<file path="src/rtl/i2s_tx.sv">
// ============================================================================
// i2s_tx : I2S master transmitter, 16-bit mono sample duplicated to both
//          channels, 64 SCK per frame, programmable SCK half-period.
// Rev 1.0
// ============================================================================
`default_nettype none

module i2s_tx (
  input  logic        clk,
  input  logic        rst_n,
  input  logic [7:0]  sck_period,
  output logic        sck,
  output logic        ws,
  output logic        sd,
  input  logic [15:0] din,
  input  logic        din_vld,
  output logic        din_rdy,
  output logic        underrun
);

  logic [7:0]  ccnt;
  logic [6:0]  bcnt;
  logic [15:0] hold;
  logic        hold_vld;
  logic [15:0] frame_word;

  logic [8:0]  period_eff;
  logic        bcnt_inc;
  logic [6:0]  bcnt_nxt;
  logic        sck_fall;
  logic        frame_start;
  logic        accept;
  logic        in_slot;
  logic [3:0]  bit_idx;
  logic        sd_nxt;

  always_comb begin
    period_eff  = (sck_period == 8'd0) ? 9'd1 : {1'b0, sck_period};
    // >= (not ==) so a period shrunk below the running count ends the half-period at once
    bcnt_inc    = (({1'b0, ccnt} + 9'd1) >= period_eff);
    bcnt_nxt    = bcnt + 7'd1;
    sck_fall    = bcnt_inc & bcnt[0];
    frame_start = bcnt_inc & (bcnt == 7'd127);
    accept      = din_vld & ~hold_vld;

    // Data slots are even bcnt 2..32 in each half-frame; bit index is 16 - bcnt/2 (mod 16)
    in_slot = (bcnt_nxt[5:0] >= 6'd2) && (bcnt_nxt[5:0] <= 6'd32);
    bit_idx = 4'd0 - bcnt_nxt[4:1];
    sd_nxt  = in_slot ? frame_word[bit_idx] : 1'b0;
  end

  always_ff @(posedge clk or negedge rst_n) begin
    if (!rst_n) begin
      ccnt       <= 8'd0;
      bcnt       <= 7'd0;
      sd         <= 1'b0;
      underrun   <= 1'b0;
      frame_word <= 16'd0;
      hold       <= 16'd0;
      hold_vld   <= 1'b0;
    end else begin
      if (bcnt_inc) begin
        ccnt <= 8'd0;
        bcnt <= bcnt_nxt;
      end else begin
        ccnt <= ccnt + 8'd1;
      end

      if (sck_fall) begin
        sd <= sd_nxt;
      end

      underrun <= frame_start & ~hold_vld;

      if (frame_start) begin
        frame_word <= hold_vld ? hold : 16'd0;
      end

      // A frame start with an empty holding register may still accept a new word
      if (frame_start && hold_vld) begin
        hold_vld <= 1'b0;
      end else if (accept) begin
        hold     <= din;
        hold_vld <= 1'b1;
      end
    end
  end

  assign sck     = bcnt[0];
  assign ws      = bcnt[6];
  assign din_rdy = ~hold_vld;

endmodule

`default_nettype wire

</file>
<file path="config.mk">
export PLATFORM = sky130hd
export DESIGN_NAME = i2s_tx
export DESIGN_NICKNAME = d
export VERILOG_FILES = /design/src/rtl/i2s_tx.sv
export SDC_FILE = /design/constraint.sdc
export NUM_CORES = 1
export LEC_CHECK = 0
export ABC_AREA = 1
export CORE_UTILIZATION = 60
export DETAILED_ROUTE_END_ITERATION = 6
export PLACE_DENSITY_LB_ADDON = 0.25
export RECOVER_POWER = 100
export REMOVE_ABC_BUFFERS = 1
export SETUP_SLACK_MARGIN = 0.2
export SYNTH_ARGS = -nofsm -noshare
export SYNTH_HDL_FRONTEND = slang
export SYNTH_SLANG_ARGS = --single-unit
</file>
<file path="constraint.sdc">
create_clock -name clk -period 3.77 [get_ports clk]
set_clock_uncertainty 0.2 [all_clocks]
set_input_delay 0.377 -clock clk [delete_from_list [all_inputs] [get_ports clk]]
set_output_delay 0.377 -clock clk [all_outputs]
set_load 0.02 [all_outputs]
</file>
# ---- Word level (Yosys, flattened, before mapping)
# Cells that the tools add are included.
dict set report word_totals {
  reg_bits 50
  in_bits 27
  output_inout_bits 5
  word_cells 35
}
dict set report op_classes {
  n_addsub 4
  magnitude_cmp 4
  eq_ne 1
  muxes 8
  n_bitwise 6
  reduce_logical 5
}
# operator n
set ops {}
lappend ops {{two-way mux 16 bit} 1}
lappend ops {{two-way mux 8 bit} 2}
lappend ops {{adder 8 x 1 -> 9 bit (second input constant)} 1}
lappend ops {{greater-or-equal comparator 9 x 8 -> 1 bit} 1}
lappend ops {{adder 8 x 1 -> 8 bit (second input constant)} 1}
lappend ops {{logical NOT 8 bit} 1}
lappend ops {{adder 7 x 1 -> 7 bit (second input constant)} 1}
lappend ops {{== test 7 bit (second input constant)} 1}
lappend ops {{greater-or-equal comparator 6 x 2 -> 1 bit (second input constant)} 1}
lappend ops {{<= comparator 6 bit (second input constant)} 1}
lappend ops {{less-than comparator 4 x 5 -> 1 bit (second input constant)} 1}
lappend ops {{bitwise AND 1 bit} 4}
lappend ops {{binary-select mux 1 bit (select 4 bit)} 1}
lappend ops {{two-way mux 1 bit} 4}
lappend ops {{subtractor 1 x 4 -> 4 bit (first input constant)} 1}
lappend ops {{logical AND 1 bit} 2}
lappend ops {{NOT 1 bit} 2}
lappend ops {{AND reduction 2 bit} 1}
lappend ops {{nonzero test 2 bit} 1}

# ---- Longest topological paths before layout
# Gate-level depths: netlist (run 1).
dict set report logic_depth {
  word_depth 7
  depth_mapped 21
  ltp_nobuf 20
}

# ---- Least setup slack after synthesis (run 1)
# No wires, ideal clock.
dict set report synth_timing {
  path_kind {reg-to-reg}
  start {register ccnt[0]}
  end {register hold_vld}
  setup_time_ns 0.123
  arrival_time_ns 2.144
  t_required_ns 3.447
  setup_slack_ns 1.303
  path_stages_with_launch 22
  n_path_buf 2
  synth_period_minus_slack_ns 2.467
  path_cell_list {dfrtp_1 > ha_1 > nand2_1 > inv_2 > nand2_2 > nand2_1 > inv_1 > nor2_1 > ha_1 > nand2_1 > nor2_1 > nand2_1 > nand3_1 > nand2_1 > nand2_1 > nand2_1 > nand2_4 > nand2_4 > buf_6 > buf_6 > nand2_1 > nand2_1}
}
dict set report synth_via {
  elab_chain_cells 5
  word_cells_on_any_way 6
  classes_between {1 x add/sub; 1 x order compare; 1 x mux; 1 x bitwise; 2 x reduce/logical}
}
# item line_no
set synth_rtl {}
lappend synth_rtl {{start: declaration} 21} ;# logic [7:0] ccnt;
lappend synth_rtl {{start signal: assignment} 66} ;# ccnt <= ccnt + 8'd1;
lappend synth_rtl {{adder 8 x 1 -> 9 bit *} 40} ;# bcnt_inc = (({1'b0, ccnt} + 9'd1) >= period_eff);
lappend synth_rtl {{greater-or-equal comparator 9 x 8 -> 1 bit *} 40}
lappend synth_rtl {{bitwise AND 1 bit *} 43} ;# frame_start = bcnt_inc & (bcnt == 7'd127);
lappend synth_rtl {{logical AND 1 bit *} 80} ;# if (frame_start && hold_vld) begin
lappend synth_rtl {{two-way mux 1 bit / nonzero test 2 bit (equally long branches)} n/a}
lappend synth_rtl {{end signal: assignment} 60} ;# hold_vld <= 1'b0;
lappend synth_rtl {{end signal: assignment} 81} ;# hold_vld <= 1'b0;
lappend synth_rtl {{end signal: assignment} 84} ;# hold_vld <= 1'b1;
lappend synth_rtl {{end: declaration} 24} ;# logic hold_vld;
# Every way passes the cells marked *; elsewhere a longest branch is shown, timed or not.
# A chain may end at the register's enable or synchronous reset.

# ---- Worst setup path in the final report (run 1)
dict set report layout_timing {
  start {register ccnt[0]}
  end {register frame_word[0]}
}
dict set report layout_via {
  elab_chain_cells 3
}
# item line_no
set layout_rtl {}
lappend layout_rtl {{adder 8 x 1 -> 9 bit} 40}
lappend layout_rtl {{greater-or-equal comparator 9 x 8 -> 1 bit} 40}
lappend layout_rtl {{bitwise AND 1 bit} 43}
lappend layout_rtl {{end signal: assignment} 76} ;# frame_word <= hold_vld ? hold : 16'd0;
lappend layout_rtl {{end: declaration} 25} ;# logic [15:0] frame_word;
# No other way between the ends.

==> results of run 1 <==
==> synthesized netlist by cell type (all sizes together) (4+ instances only) <==
master  count  area share
a21oi       8       0.015
ha         12       0.057
buf         7       0.021
o21ai       4      0.0076
inv        37       0.053
nand4       4       0.012
nand2     110        0.17
mux2       16       0.069
dfrtp      50        0.48
nand3      14       0.027
nor2       31       0.053
nor3        4      0.0095
==> logic make-up (layout without fill, tap and decap cells) <==
| family | Yosys count | in the layout | share of synthesized area |
|---|---|---|---|
| adders and majority gates | 12 | 12 | 0.0573 |
| buffers and inverters | 44 | 75 | 0.0735 |
| xor gates and xnor gates | 4 | 4 | 0.0134 |
| DFF | 50 | 50 | 0.477 |
| and+or+nand+nor | 165 | 165 | 0.272 |
| muxes | 16 | 16 | 0.0687 |
| AOI/OAI and AO/OA | 15 | 15 | 0.0377 |
==> power by group <==
part | switching (mW) | internal [mW] | total, mW
clock network | 0.170 | 0.125 | 0.295
registers | 0.137 | 0.740 | 0.877
logic | 0.671 | 0.489 | 1.16
==> registers in the layout, summed over array words and instances (netlist names) <==
register and cells:
underrun 1, sd 1, frame_word 16, hold_vld 1
bcnt 7, ccnt 8, hold 16
==> worst max-delay path: cells and delay by family (launching register included) <==
family        cells  cell delay (ps)
simple gates     16             1750
flops             1              430
buf+inv           2              140
fa+ha+maj         2              520
==> through the flow <==
stage	utilization	setup slack [ps]	instance area, um^2	hold WS (ps)	cells
CTS	0.738	817	3020	105	387
finish	0.734	680	3000	266	387
floorplan	-	1220	2570	-119	299
global placement	0.719	945	2940	247	380
detailed placement	0.719	832	2940	251	380
global route	0.734	233	3000	295	387
==> worst paths after layout <==
| kind | startpoint | endpoint | slack, ps | cells after the start |
|---|---|---|---|---|
| worst max-delay path | ccnt[0] | frame_word[0] | 680 | 20 |
| min in group asynchronous | rst_n | frame_word[0] | 670 | 1 |
| worst min register to register | hold[7] | frame_word[7] | 270 | 2 |
| worst min-delay path | hold[7] | frame_word[7] | 270 | 2 |
| worst max register to register | ccnt[0] | frame_word[0] | 680 | 20 |
| max in group asynchronous | rst_n | frame_word[2] | 1280 | 1 |
==> placed cells by master (no fill, tap or decap) <==
cell,synthesis,routed
sky130_fd_sc_hd__a41o_1,1,1
sky130_fd_sc_hd__xnor2_1,1,1
sky130_fd_sc_hd__a31oi_4,1,1
sky130_fd_sc_hd__dlygate4sd3_1,0,5
sky130_fd_sc_hd__a21boi_0,1,1
sky130_fd_sc_hd__or2_2,1,1
sky130_fd_sc_hd__clkbuf_8,0,5
sky130_fd_sc_hd__nor2_1,29,29
sky130_fd_sc_hd__clkinv_2,0,2
sky130_fd_sc_hd__nand2_2,3,1
sky130_fd_sc_hd__nor4_1,1,1
sky130_fd_sc_hd__nor3_2,1,1
sky130_fd_sc_hd__o21ai_0,4,4
sky130_fd_sc_hd__nand2_1,105,107
sky130_fd_sc_hd__a21oi_1,8,8
sky130_fd_sc_hd__clkbuf_1,0,1
sky130_fd_sc_hd__ha_1,12,12
sky130_fd_sc_hd__nor3_1,3,3
sky130_fd_sc_hd__nor2_4,1,2
sky130_fd_sc_hd__nand2_4,2,2
sky130_fd_sc_hd__xor2_1,3,3
sky130_fd_sc_hd__nand3_1,14,14
sky130_fd_sc_hd__nand4_2,1,1
sky130_fd_sc_hd__clkdlybuf4s50_1,0,25
sky130_fd_sc_hd__dfrtp_1,50,50
sky130_fd_sc_hd__mux2_2,16,16
sky130_fd_sc_hd__nand4_1,3,3
sky130_fd_sc_hd__inv_1,36,37
==> area by class of cell <==
class	instances	area [um^2]	share of cell area
well taps	50	62.6	0.0209
flip-flops and latches	50	1250	0.417
inverters	37	139	0.0463
clock inverters	2	10.0	0.00334
clock buffers	5	68.8	0.0229
multi-input cells	212	1160	0.388
repair buffers	31	304	0.101
==> per-layer routing <==
layer	vias to the layer above	part of all wire	wire length, um	GRT usage
met3	6	0.033	144	0.0550
met5	-	0	0	0
met2	32	0.48	2120	0.396
met4	0	0.015	65	0.0807
li1	1012	-	-	-
met1	916	0.47	2060	0.281
==> impl_metrics.ini, run 1 <==
[run_status]
status = complete, but fails checks
failing_checks = capacitance limit, slew limit

[grt]
gr-usage-all-layers = 0.231
grt_antenna_before_repair = 0
global_route.overflow_total = 0
first_global_vias = 1901
grt_max_degree = 51
grt_first_pass_wirelength_mm = 7.98

[die]
initial_core_util = 0.642
die_h_um = 68.1
top_level_ports = 32
dieWidth_um = 68.1
fp-row-count = 23
design.core.area_um2 = 4090
dieArea_um2 = 4640

[clock_tree]
cts_setup_buffers = 0
clk_latency_ps = 300
cts.hold.buffers_added = 0
tritoncts = built
clock_edge_transition_at_the_registers_on_the_reported_setup_and_hold_paths_ps = 90
clockBufferDepth = 2
cts_root_buf = sky130_fd_sc_hd__clkbuf_8
cts_buffers = 5
cts_sinks = 50
cts.repair.resized = 0
cts.htree.levels = 2

[critical_path]
cp_slowest_stage_delay_ps = 430
critical-path-top-cell-by-count = sky130_fd_sc_hd__nand2_1
worstPathRequired_ps = 3810
critPathCaptureType = register
crit_chain = ha_1 > nand2_1 > inv_1 > nand2_1 > nand2_1 > inv_1 > nor2_1 > ha_1 > nand2_1 > nor2_1 > nand2_1 > nand3_1 > nand2_1 > nand2_1 > nand2_1 > nand2_4 > nand2_4 > nor2_4 > nand2_1 > nand2_1
cpMaxStageDelayCell = sky130_fd_sc_hd__dfrtp_1
worst_ep_arrival_time_ps = 3130
crit_path_start_kind = register
critical_path_peak_fanout = 22
timing_worst_setup_path_type = register to register

[yosys]
yosysSeqAreaShare = 0.477
synth-edff-count = 0
synth_async_sr_flop_share = 1.00
synth_area_um2 = 2620
synth_cells = 306
yosys.cell_types.count = 27
post_synth.cell_area_avg_um2 = 8.57
synth_seq_cells = 50
postSynth.topFlopCell = sky130_fd_sc_hd__dfrtp_1
synth-warning-count = 0

[finish]
final_nets = 376
n_antenna_cell = 0
area_added_between_synthesis_and_finish_pct = 14.4
layout-drive-gt1-share = 0.0950
nFillCells = 323

[routing]
post-route-drc-count = 0
vias_per_cell = 5.08
wl_per_cell_um = 11.3
antenna_violating_nets_post_route = 0
drt_pass1_iterations = 4
wirelength_mm = 4.39
via_count = 1966
drt_iter0_drc = 104

[sta]
fmax_ghz = 0.324
slew_headroom = -0.697
final_hold_viol_count = 0
period_utilization = 0.820
setup_viol = 0
final.min_clock_period_ps = 3090
maxSlewViolCount = 51
setup-tns-final_ps = 0
rsz0062_at_grt = false
worst_pin_slew_ps = 2550

[power_and_ir_drop]
p_leak_nw = 1.59
design_power_total_mw = 2.33
power.ir.vdd_worst_v = 0.000411
power_density_nw_per_um2 = 777

[place]
hpwlAfterDp_mm = 3.19
io_buffers = 31
gp_routability_congestion = 0.834

[worst_hold_path]
hold_crit_path_type = register to register

[job]
maxCapViolCount = 1
Note: power is estimated with default switching activity, not from simulation.
==> run 2, diff against run 1 <==
--- a/config.mk
+++ b/config.mk
@@ -6,7 +6,7 @@
 export NUM_CORES = 1
 export LEC_CHECK = 0
 export ABC_AREA = 1
-export CORE_UTILIZATION = 60
+export CORE_UTILIZATION = 55
 export DETAILED_ROUTE_END_ITERATION = 6
 export PLACE_DENSITY_LB_ADDON = 0.25
 export RECOVER_POWER = 100
==> constraint.sdc (replaced) <==
create_clock -name clk -period 3.18 [get_ports clk]
set_clock_uncertainty 0.2 [all_clocks]
set_input_delay 0.318 -clock clk [delete_from_list [all_inputs] [get_ports clk]]
set_output_delay 0.318 -clock clk [all_outputs]
set_load 0.02 [all_outputs]
==> run 2 against run 1 <==
Against the previous run: the run ends with DRC left; global-route usage shrank 2.0 points; sequential share of layout area shrank 0.77 points; final area grew 1.9%; via count grew 2.8%; register-to-register slack lost 280 ps; clock-buffer cell count grew 1; sequential cell count is the same; critical endpoint is now frame_word[1]; highest routed layer unchanged.
==> impl_metrics.ini, run 2 (synthesized netlist as in run 1, its figures left out) <==
[power_and_ir_drop]
p_leak_nw = 1.60
design_power_total_mw = 2.81
power.ir.vdd_worst_v = 0.000528
power_density_nw_per_um2 = 921

[grt]
grt_max_degree = 30
grt_antenna_before_repair = 0
gr-usage-all-layers = 0.211
global_route.overflow_total = 0
grt_first_pass_wirelength_mm = 8.26
first_global_vias = 1988

[clock_tree]
tritoncts = built
cts_root_buf = sky130_fd_sc_hd__clkbuf_8
cts_setup_buffers = 0
clockBufferDepth = 2
cts_buffers = 5
cts.htree.levels = 2
clock_edge_transition_at_the_registers_on_the_reported_setup_and_hold_paths_ps = 80
cts_sinks = 50
clk_latency_ps = 310

[die]
dieWidth_um = 71.1
fp-row-count = 24
design.core.area_um2 = 4470
initial_core_util = 0.586
die_h_um = 71.1
top_level_ports = 32
dieArea_um2 = 5050

[worst_hold_path]
worst_hold_startpoint = hold_vld
hold_crit_path_type = register to register

[routing]
drt_iter0_drc = 101
post-route-drc-count = 3
drt_pass1_iterations = 7
wirelength_mm = 4.71
antenna_violating_nets_post_route = 0
via_count = 2022
vias_per_cell = 5.13
wl_per_cell_um = 12.0

[sta]
rsz0062_at_grt = false
period_utilization = 0.873
slew_headroom = 0.156
setup_viol = 0
fmax_ghz = 0.360
worst_pin_slew_ps = 1270
maxSlewViolCount = 0
setup-tns-final_ps = 0
final_critical_path_setup_slack_ps = 404
final_hold_viol_count = 0
final.min_clock_period_ps = 2780

[critical_path]
critical_path_peak_fanout = 21
crit_path_start_kind = register
crit_buf_inv = 2
critical-path-top-cell-by-count = sky130_fd_sc_hd__nand2_1
worstReg2RegStart = ccnt[0]
cp_slowest_stage_delay_ps = 430
crit_chain = ha_1 > nand2_1 > inv_1 > nand2_2 > nand2_1 > inv_1 > nor2_1 > ha_1 > nand2_1 > nor2_1 > nand2_1 > nand3_1 > nand2_1 > nand2_1 > nand2_1 > nand2_1 > nand2_8 > nor2_4 > nand2_1 > nand2_1
worst_setup_path_startpoint = ccnt[0]
path_delay_family = simple AND/OR/NAND/NOR gates
critPathCaptureType = register
timing_worst_setup_path_type = register to register
worst_ep_arrival_time_ps = 2820
worstPathRequired_ps = 3230
cpMaxStageDelayCell = sky130_fd_sc_hd__dfrtp_1

[place]
dp_worst_setup_slack_ps = 422
io_buffers = 31
gp_routability_congestion = 0.800
hpwlAfterDp_mm = 3.38
dpl-instance-area_um2 = 2950

[run_status]
failing_checks = DRC
status = complete, but fails checks

[finish]
n_antenna_cell = 0
layout-drive-gt1-share = 0.102
final_nets = 380
stdcell_area_um2 = 3060
final_common_cell = sky130_fd_sc_hd__nand2_1
top_regs = frame_word x16, hold x16, ccnt x8
most-common-layout-cells = 107 x sky130_fd_sc_hd__nand2_1, 50 x sky130_fd_sc_hd__dfrtp_1, 37 x sky130_fd_sc_hd__inv_1
area_added_between_synthesis_and_finish_pct = 16.6

[job]
maxCapViolCount = 0
run 2: final timing paths:
kind / depth (start not counted) / endpoint / slack [ps]
max: 20 / frame_word[1] / 400
min: 1 / underrun / 260
max reg2reg: 20 / frame_word[1] / 400
min reg2reg: 1 / underrun / 260
max in group asynchronous: 3 / frame_word[14] / 870
min in group asynchronous: 2 / ccnt[7] / 600
run 2: cell type report:
class | count | area [um^2]
clock inverter | 2 | 13.8
timing repair buffer | 34 | 327
sequential | 50 | 1250
tap | 52 | 65.1
fill | 366 | 1420
clock buffer | 6 | 72.6
multi-input combinational | 213 | 1190
inverter | 37 | 139
run 2: metrics by stage:
step | std cells | hold WS (ps) | util
floorplan | 299 | -178 | -
global placement | 384 | 121 | 0.660
detailed placement | 384 | 121 | 0.660
CTS | 393 | 260 | 0.682
global route | 394 | 290 | 0.683
finish | 394 | 263 | 0.683
run 2: repair_timing:
item / CTS / global route
endpoints found under the hold margin: 21 / 0
hold buffers: 1 / 0
endpoints found under the setup margin: 0 / 11
resized for setup: 0 / 1
run 2: power by group:
group / internal (mW) / switching, mW
clock network: 0.155 / 0.204
logic: 0.585 / 0.826
registers: 0.877 / 0.167
run 2: metal layers:
layer / part of all wire / vias to the layer above / global-route usage
li1: - / 1029 / -
met1: 0.45 / 939 / 0.245
met2: 0.50 / 46 / 0.374
met3: 0.039 / 8 / 0.0541
met4: 0.017 / 0 / 0.0822
met5: 0 / - / 0
==> run 3, diff against run 2 <==
--- a/config.mk
+++ b/config.mk
@@ -7,11 +7,13 @@
 export LEC_CHECK = 0
 export ABC_AREA = 1
 export CORE_UTILIZATION = 55
+export CTS_CLUSTER_DIAMETER = 40
 export DETAILED_ROUTE_END_ITERATION = 6
 export PLACE_DENSITY_LB_ADDON = 0.25
 export RECOVER_POWER = 100
 export REMOVE_ABC_BUFFERS = 1
 export SETUP_SLACK_MARGIN = 0.2
+export SLEW_MARGIN = 20
 export SYNTH_ARGS = -nofsm -noshare
 export SYNTH_HDL_FRONTEND = slang
 export SYNTH_SLANG_ARGS = --single-unit
==> results of run 3 <==
Same layout as run 2: the final DEF is identical, and so are final timing and power.
==> edit 1: new RTL, settings of run 3 <==
Make the reset (`rst_n`) synchronous in one clocked block.
--- a/src/rtl/i2s_tx.sv
+++ b/src/rtl/i2s_tx.sv
@@ -49,7 +49,7 @@
     sd_nxt  = in_slot ? frame_word[bit_idx] : 1'b0;
   end
 
-  always_ff @(posedge clk or negedge rst_n) begin
+  always_ff @(posedge clk) begin
     if (!rst_n) begin
       ccnt       <= 8'd0;
       bcnt       <= 7'd0;
Function: differs if rst_n is asserted again (counterexample within 4 cycles, from zero or initial values and one cycle with rst_n low); with rst_n held inactive, the same outputs for 10 cycles.
==> edit 1 against run 3 <==
Worst setup slack improved by 15 ps. Wire length decreased by 4.0%. Maximum frequency increased by 0.55%. Final area decreased by 3.4%. Area after synthesis decreased by 2.0%. Sequential cell count unchanged. Critical path depth decreased by 3. Hold slack improved by 5.4 ps. First-iteration DRC count increased by 46%. Synthesized cell count increased by 16%.
Power is not compared: it rests on default switching activity, and its combinational part moved more than twofold at a synthesized area within 25%.
==> edit 1: results (changes against run 3) <==
- The met2 wirelength from detailed routing came to 2140 microns (-8.8%).
- The via total after detailed routing was 2222 (+9.9%).
- The number of instances in the synthesized netlist is 355 (+16%).
- Among all flip-flop cells after synthesis, the most frequent one is dfxtp_1.
- Counting instances in the post-synthesis netlist gives the leading cell types as nand2_1 (73), nor2_1 (67), dfxtp_1 (50).
- The run finished with clean final reports.
- The overall track demand over capacity in global routing was 20.3% (-0.81 points).
- The global routing usage on met3 is 4.91% (-0.51 points).
- The global-route track usage on met2 is 36.0% (-1.4 points).
- The final routed wirelength across all metal layers was 4530 microns (-4.0%).
- The delay of the slowest cell on the worst path is 410 ps (-20 ps).
- The arrival time at the worst endpoint was 2790 ps (-30 ps).
- The fraction of layout cells with a size suffix above 1 was 7.81% (-2.4 points).
- The startpoint identified for the worst register-to-register timing path is ccnt[0]$_SDFF_PP0_.
- The multi-input logic portion of the cell area is 45.0% (+6.1 points).
- The fraction of area in non-clock buffers is 11.3% (+0.59 points).
- The net count reported at finish is 422 (+11%).
- The transition time of the tightest slew-check pin is 646 ps (-620 ps).
- The minimum setup slack among reg-to-reg paths is 420 ps (+20 ps).
- In the final layout, the registers with the most flip-flops are frame_word (16), hold (16), ccnt (8).
- The worst hold slack across all endpoints is 269 ps (+5.41 ps).
- The fraction of the yosys area taken by sequential cells came to 38.9% (-8.8 points).
- The sequential share of cell area is 33.9% (-7.0 points).
- The number of buffer cells added on primary ports is 31 (unchanged).
- The number of global-route vias before repair is 2008 (+1.0%).
- The count of instances resized after the clock tree is built came to 1 (+1).
- The endpoint identified for the worst register-to-register timing path is ccnt[2]$_SDFF_PP0_.
- The count of cell types in the netlist came to 31 (+15%).
- The maximum number of pins on one net before global-route repair is 24 (-20%).
- The routed wire length per instance is 10.4 microns (-13%).
- The last weighted congestion value of the routability-driven placer is 0.845 (+5.6%).
- The number of non-clock inverters is 36 (-2.7%).
- The number of fill cells in the layout is 396 (+8.2%).
- The sum of net half-perimeters after detailed placement is 3280 microns (-3.0%).
- The relative area of clock buffers and inverters in the final design is 2.92% (+0.10 points).
- The worst hold path stage count came to 2 (+1).
- The origin of the worst min-delay path is sd$_SDFFE_PN0P_.
- The standard cell with the maximum stage delay on the critical path is dfxtp_1.
- Yosys attributes the largest share of cell area to dfxtp_1 (39%), nand2_1 (11%), nor2_1 (9.8%).
- The met1 layer usage reported by global route is 23.1% (-1.5 points).
- The worst hold path terminates at sd$_SDFFE_PN0P_.
- The global-route wire length before repair is 8110 microns (-1.8%).
- The wire length on met3 is 233 microns (+28%).
- VDD sags by at most 0.000236 V.
- The async set-reset flop share out of synthesis came to 0% (-100 points).
- The number of placed instances, taps included was 428 (+11%).
- The worst reg2reg path depth was 17 (-15%).
- The detailed-routing iteration count for the pre-antenna-repair pass is 4 (-3).
- The multi-input combinational gate total is 256 (+20%).
- The post-synthesis sequential element count came to 50 (unchanged).
- The worst-path maximum fanout is 11 (-48%).
- The post-route met1 wirelength is 2070 microns (-2.1%).
- The number of violations reported at the end of detailed-routing iteration 0 is 147 (+46%).
## edit 1: cell types whose count changed in the layout (fill, tap and decap cells not counted), moves of 2 or more
cell and change:
mux2_2 -16, nand2_2 -2, dfxtp_1 +50, buf_4 +2
nor2_1 +38, nand3_2 +9, nand3_1 +10, o21ai_0 +33
inv_1 -3, dfrtp_1 -50, nand2_1 -32, a21oi_1 +2
## edit 1: worst reg2reg max path: cells and delay by family, from the launching register on
family	cells	cell delay (ps)
and+or+nand+nor	11	1100
adders and majority gates	2	480
buffers and inverters	3	270
xor gates and xnor gates	1	240
DFF	1	410
## edit 1: how the worst max path moves through the flow
| stage | to | depth (start not counted) |
|---|---|---|
| 2_1_floorplan | frame_word[0]$_SDFFE_PN0N_ | 16 |
| 3_3_place_gp | frame_word[15]$_SDFFE_PN0N_ | 14 |
| 3_5_place_dp | frame_word[4]$_SDFFE_PN0N_ | 14 |
| 4_1_cts | frame_word[4]$_SDFFE_PN0N_ | 16 |
| 5_1_grt | ccnt[2]$_SDFF_PP0_ | 17 |
| 6_report | ccnt[2]$_SDFF_PP0_ | 17 |
## edit 1: per-stage QoR
stage	worst slack, ps	area (sq um)
final	419	2950
after floorplan	632	2490
after global routing	145	2950
after CTS	325	2990
after global placement	261	2890
after detailed placement	175	2890
## edit 1: power breakdown
part | internal, mW | total [mW] | switching, mW
Clock | 0.155 | 0.356 | 0.201
Combinational | 0.0687 | 0.143 | 0.0739
Sequential | 0.648 | 0.665 | 0.0170
Total | 0.872 | 1.16 | 0.291
## edit 1: logic make-up after synthesis
group,synth area share [%]
fa+ha+maj,5.84
xor+xnor,1.36
simple gates,33.7
flops,38.9
buf+inv,8.32
compound gates,11.8
==> edit 2: new RTL, config.mk and constraints of run 3 <==
Made on the original files. Register the output `underrun` once more, without a reset; this adds one clock of latency there. The other outputs are not delayed to match.
--- a/src/rtl/i2s_tx.sv
+++ b/src/rtl/i2s_tx.sv
@@ -17,6 +17,8 @@
   output logic        din_rdy,
   output logic        underrun
 );
+
+  logic underrun_s0;
 
   logic [7:0]  ccnt;
   logic [6:0]  bcnt;
@@ -54,7 +56,7 @@
       ccnt       <= 8'd0;
       bcnt       <= 7'd0;
       sd         <= 1'b0;
-      underrun   <= 1'b0;
+      underrun_s0 <= 1'b0;
       frame_word <= 16'd0;
       hold       <= 16'd0;
       hold_vld   <= 1'b0;
@@ -70,7 +72,7 @@
         sd <= sd_nxt;
       end
 
-      underrun <= frame_start & ~hold_vld;
+      underrun_s0 <= frame_start & ~hold_vld;
 
       if (frame_start) begin
         frame_word <= hold_vld ? hold : 16'd0;
@@ -90,6 +92,10 @@
   assign ws      = bcnt[6];
   assign din_rdy = ~hold_vld;
 
+  always_ff @(posedge clk) begin
+    underrun <= underrun_s0;
+  end
+
 endmodule
 
 `default_nettype wire
Function: same outputs for any inputs over 10 cycles, from zero or initial values and one cycle with rst_n low; that may be too few to reach the edited logic, so the function may still have changed.
==> edit 2 against run 3 <==
The run ends with DRC, capacitance limit, slew limit left. Worst setup slack better by 38 ps. Area after synthesis up 0.76%. Wire length is 0.53% higher. Non-clock buffer count up 4. Sequential cell count up 1. Final area is 1.7% higher. Total power rose by 2.1%. Combinational power up 4%. Critical path type unchanged. Critical endpoint is now frame_word[8]$_DFFE_PN0P_. Largest cell class unchanged.
==> edit 2: results (changes against run 3) <==
- The flow ran to the end, but the final reports show violations.
- The checks that failed: DRC, capacitance limit, slew limit.
- The fraction of the yosys area taken by sequential cells is 48.1% (+0.40 points).
- The sum of net half-perimeters after detailed placement is 3350 microns (-0.69%).
- The initial antenna violation count came to 0 (unchanged).
- The instance area at placement is 2970 sq um (+0.68%).
- The remaining design rule violation count is 3 (unchanged).
- The worst slack at placement is 237 ps (-185 ps).
- The post-route met1 wirelength is 2220 microns (+5.2%).
- The highest ir drop seen on vdd was 0.000460 V (-13%).
- The fraction of layout cells with a size suffix above 1 is 10.4% (+0.14 points).
- Among all flip-flop cells after synthesis, the most frequent one is dfrtp_1.
- The async set-reset flop share out of synthesis is 98.0% (-2.0 points).
- The path class of the tightest hold or removal check is reg -> reg.
- The number of instances in the synthesized netlist is 307 (+0.33%).
- The routed wire length per instance is 11.9 microns (-0.73%).
- The global-route wire length before repair is 8220 microns (-0.51%).
- The total inserted antenna cells was 0 (unchanged).
- The total clock buffers created by CTS is 5 (unchanged).
- The number of fill cells in the layout was 358 (-2.2%).
- The number of levels in the clock H-tree was 2 (unchanged).
- The number of synthesis warnings is 0 (unchanged).
- The last weighted congestion value of the routability-driven placer is 0.846 (+5.7%).
- The number of violations reported at the end of detailed-routing iteration 0 is 99 (-2.0%).
- In the final layout, the registers with the most flip-flops are frame_word (16), hold (16), ccnt (8).
- The wire length on met3 is 122 microns (-33%).
- The met2 wirelength from detailed routing is 2350 microns (+0.34%).
- The worst-path maximum fanout is 21 (unchanged).
- The transition time of the tightest slew-check pin came to 2080 ps (+818 ps).
- The number of buffer cells added on primary ports is 31 (unchanged).
- The buffer depth of the longest clock path is 2 (unchanged).
- The detailed-routing iteration count for the pre-antenna-repair pass came to 6 (-1).
- Clock tree synthesis selected as its root buffer the cell clkbuf_8.
- The overall track demand over capacity in global routing is 20.6% (-0.52 points).
- The number of max-cap violations was 1 (+1).
- The via total after detailed routing is 2018 (-0.20%).
- The leakage power is 1.62 nW (+1.6%).
- By area the synthesized netlist is led by dfrtp_1 (47%), nand2_1 (15%), mux2_2 (6.8%).
- The residual antenna-violating net count after detailed routing is 0 (unchanged).
- Ranked by instance count, the synthesized netlist is headed by nand2_1 (105), dfrtp_1 (50), inv_1 (36).
- The number of pins with negative max-slew slack in the final report is 41 (+41).
- The maximum number of pins on one net before global-route repair was 41 (+37%).
- The clock slew seen by the registers of the worst setup and hold paths is 80 ps (about the same).
- The final routed wirelength across all metal layers came to 4740 microns (+0.53%).
- Routed signal wires occupy layers up through met4.
- The number of placed instances, taps included is 385 (+0.26%).
- The arrival time at the worst endpoint is 2780 ps (-40 ps).
- The source-to-sink clock delay at the later pin of the worst-skew pair is 300 ps.
- The count of cell types in the netlist is 28 (+3.7%).
[edit 2: path summary, 6_finish.rpt]
| kind | start | endpoint | slack, ps | cells past startpoint |
|---|---|---|---|---|
| setup / recovery | ccnt[0]$_DFF_PN0_ | frame_word[8]$_DFFE_PN0P_ | 440 | 20 |
| hold / removal | underrun_s0$_DFF_PN0_ | underrun$_DFF_P_ | 150 | 0 |
| setup reg to reg | ccnt[0]$_DFF_PN0_ | frame_word[8]$_DFFE_PN0P_ | 440 | 20 |
| hold reg to reg | underrun_s0$_DFF_PN0_ | underrun$_DFF_P_ | 150 | 0 |
| max in group asynchronous | rst_n | frame_word[1]$_DFFE_PN0P_ | 630 | 2 |
| min in group asynchronous | rst_n | ccnt[5]$_DFF_PN0_ | 960 | 2 |
[edit 2: where the power goes]
group / internal, mW / switching (mW) / total, mW
Clock: 0.171 / 0.194 / 0.365
Sequential: 0.890 / 0.162 / 1.05
Combinational: 0.605 / 0.851 / 1.46
Total: 1.67 / 1.21 / 2.87
[edit 2: layer usage]
layer  track usage, %  vias to the layer above
met5                0                        -
met2             37.0                       29
met1             24.5                      944
met4             7.11                        0
met3             4.22                        5
li1                 -                     1040
[edit 2: stage by stage]
stage / util (%) / hold WS (ps)
finish: 69.5 / 153
global route: 69.5 / 165
CTS: 68.7 / 157
detailed placement: 66.5 / 137
global placement: 66.5 / 128
floorplan: - / -178
[edit 2: cell type report]
| class | instances | area (sq um) | share of cell area (%) |
|---|---|---|---|
| inverter | 37 | 139 | 4.47 |
| timing repair buffer | 38 | 348 | 11.2 |
| sequential | 51 | 1270 | 40.9 |
| tap | 52 | 65.1 | 2.09 |
| clock buffer | 6 | 82.6 | 2.66 |
| multi-input combinational | 214 | 1200 | 38.5 |
| clock inverter | 1 | 5.00 | 0.161 |
[edit 2: logic make-up after synthesis]
kind of cell,count (synthesis),share of synthesized area (%)
and+or+nand+nor,165,27.0
adders and majority gates,12,5.68
buffers and inverters,44,7.29
DFF,51,48.1
muxes,16,6.82
xor gates and xnor gates,4,1.33
AOI/OAI and AO/OA,15,3.74
[edit 2: repair_timing]
item,CTS,global route
resized for setup,0,1
buffers inserted,0,4
hold endpoints to repair,38,0
hold buffers,1,0
setup endpoints to repair,0,18
[edit 2: critical path: stages (launching register included)]
cell and delay, ps:
dfrtp_1 390, ha_1 210, nand2_1 60, inv_1 50, nand2_1 140, nand2_1 70
inv_1 70, nor2_1 40, ha_1 290, nand2_1 70, nor2_1 100, nand2_1 60
nand3_1 60, nand2_1 50, nand2_1 50, nand2_1 110, nand2_4 140, nand2_8 120
nor2_4 240, nand2_1 80, nand2_1 70
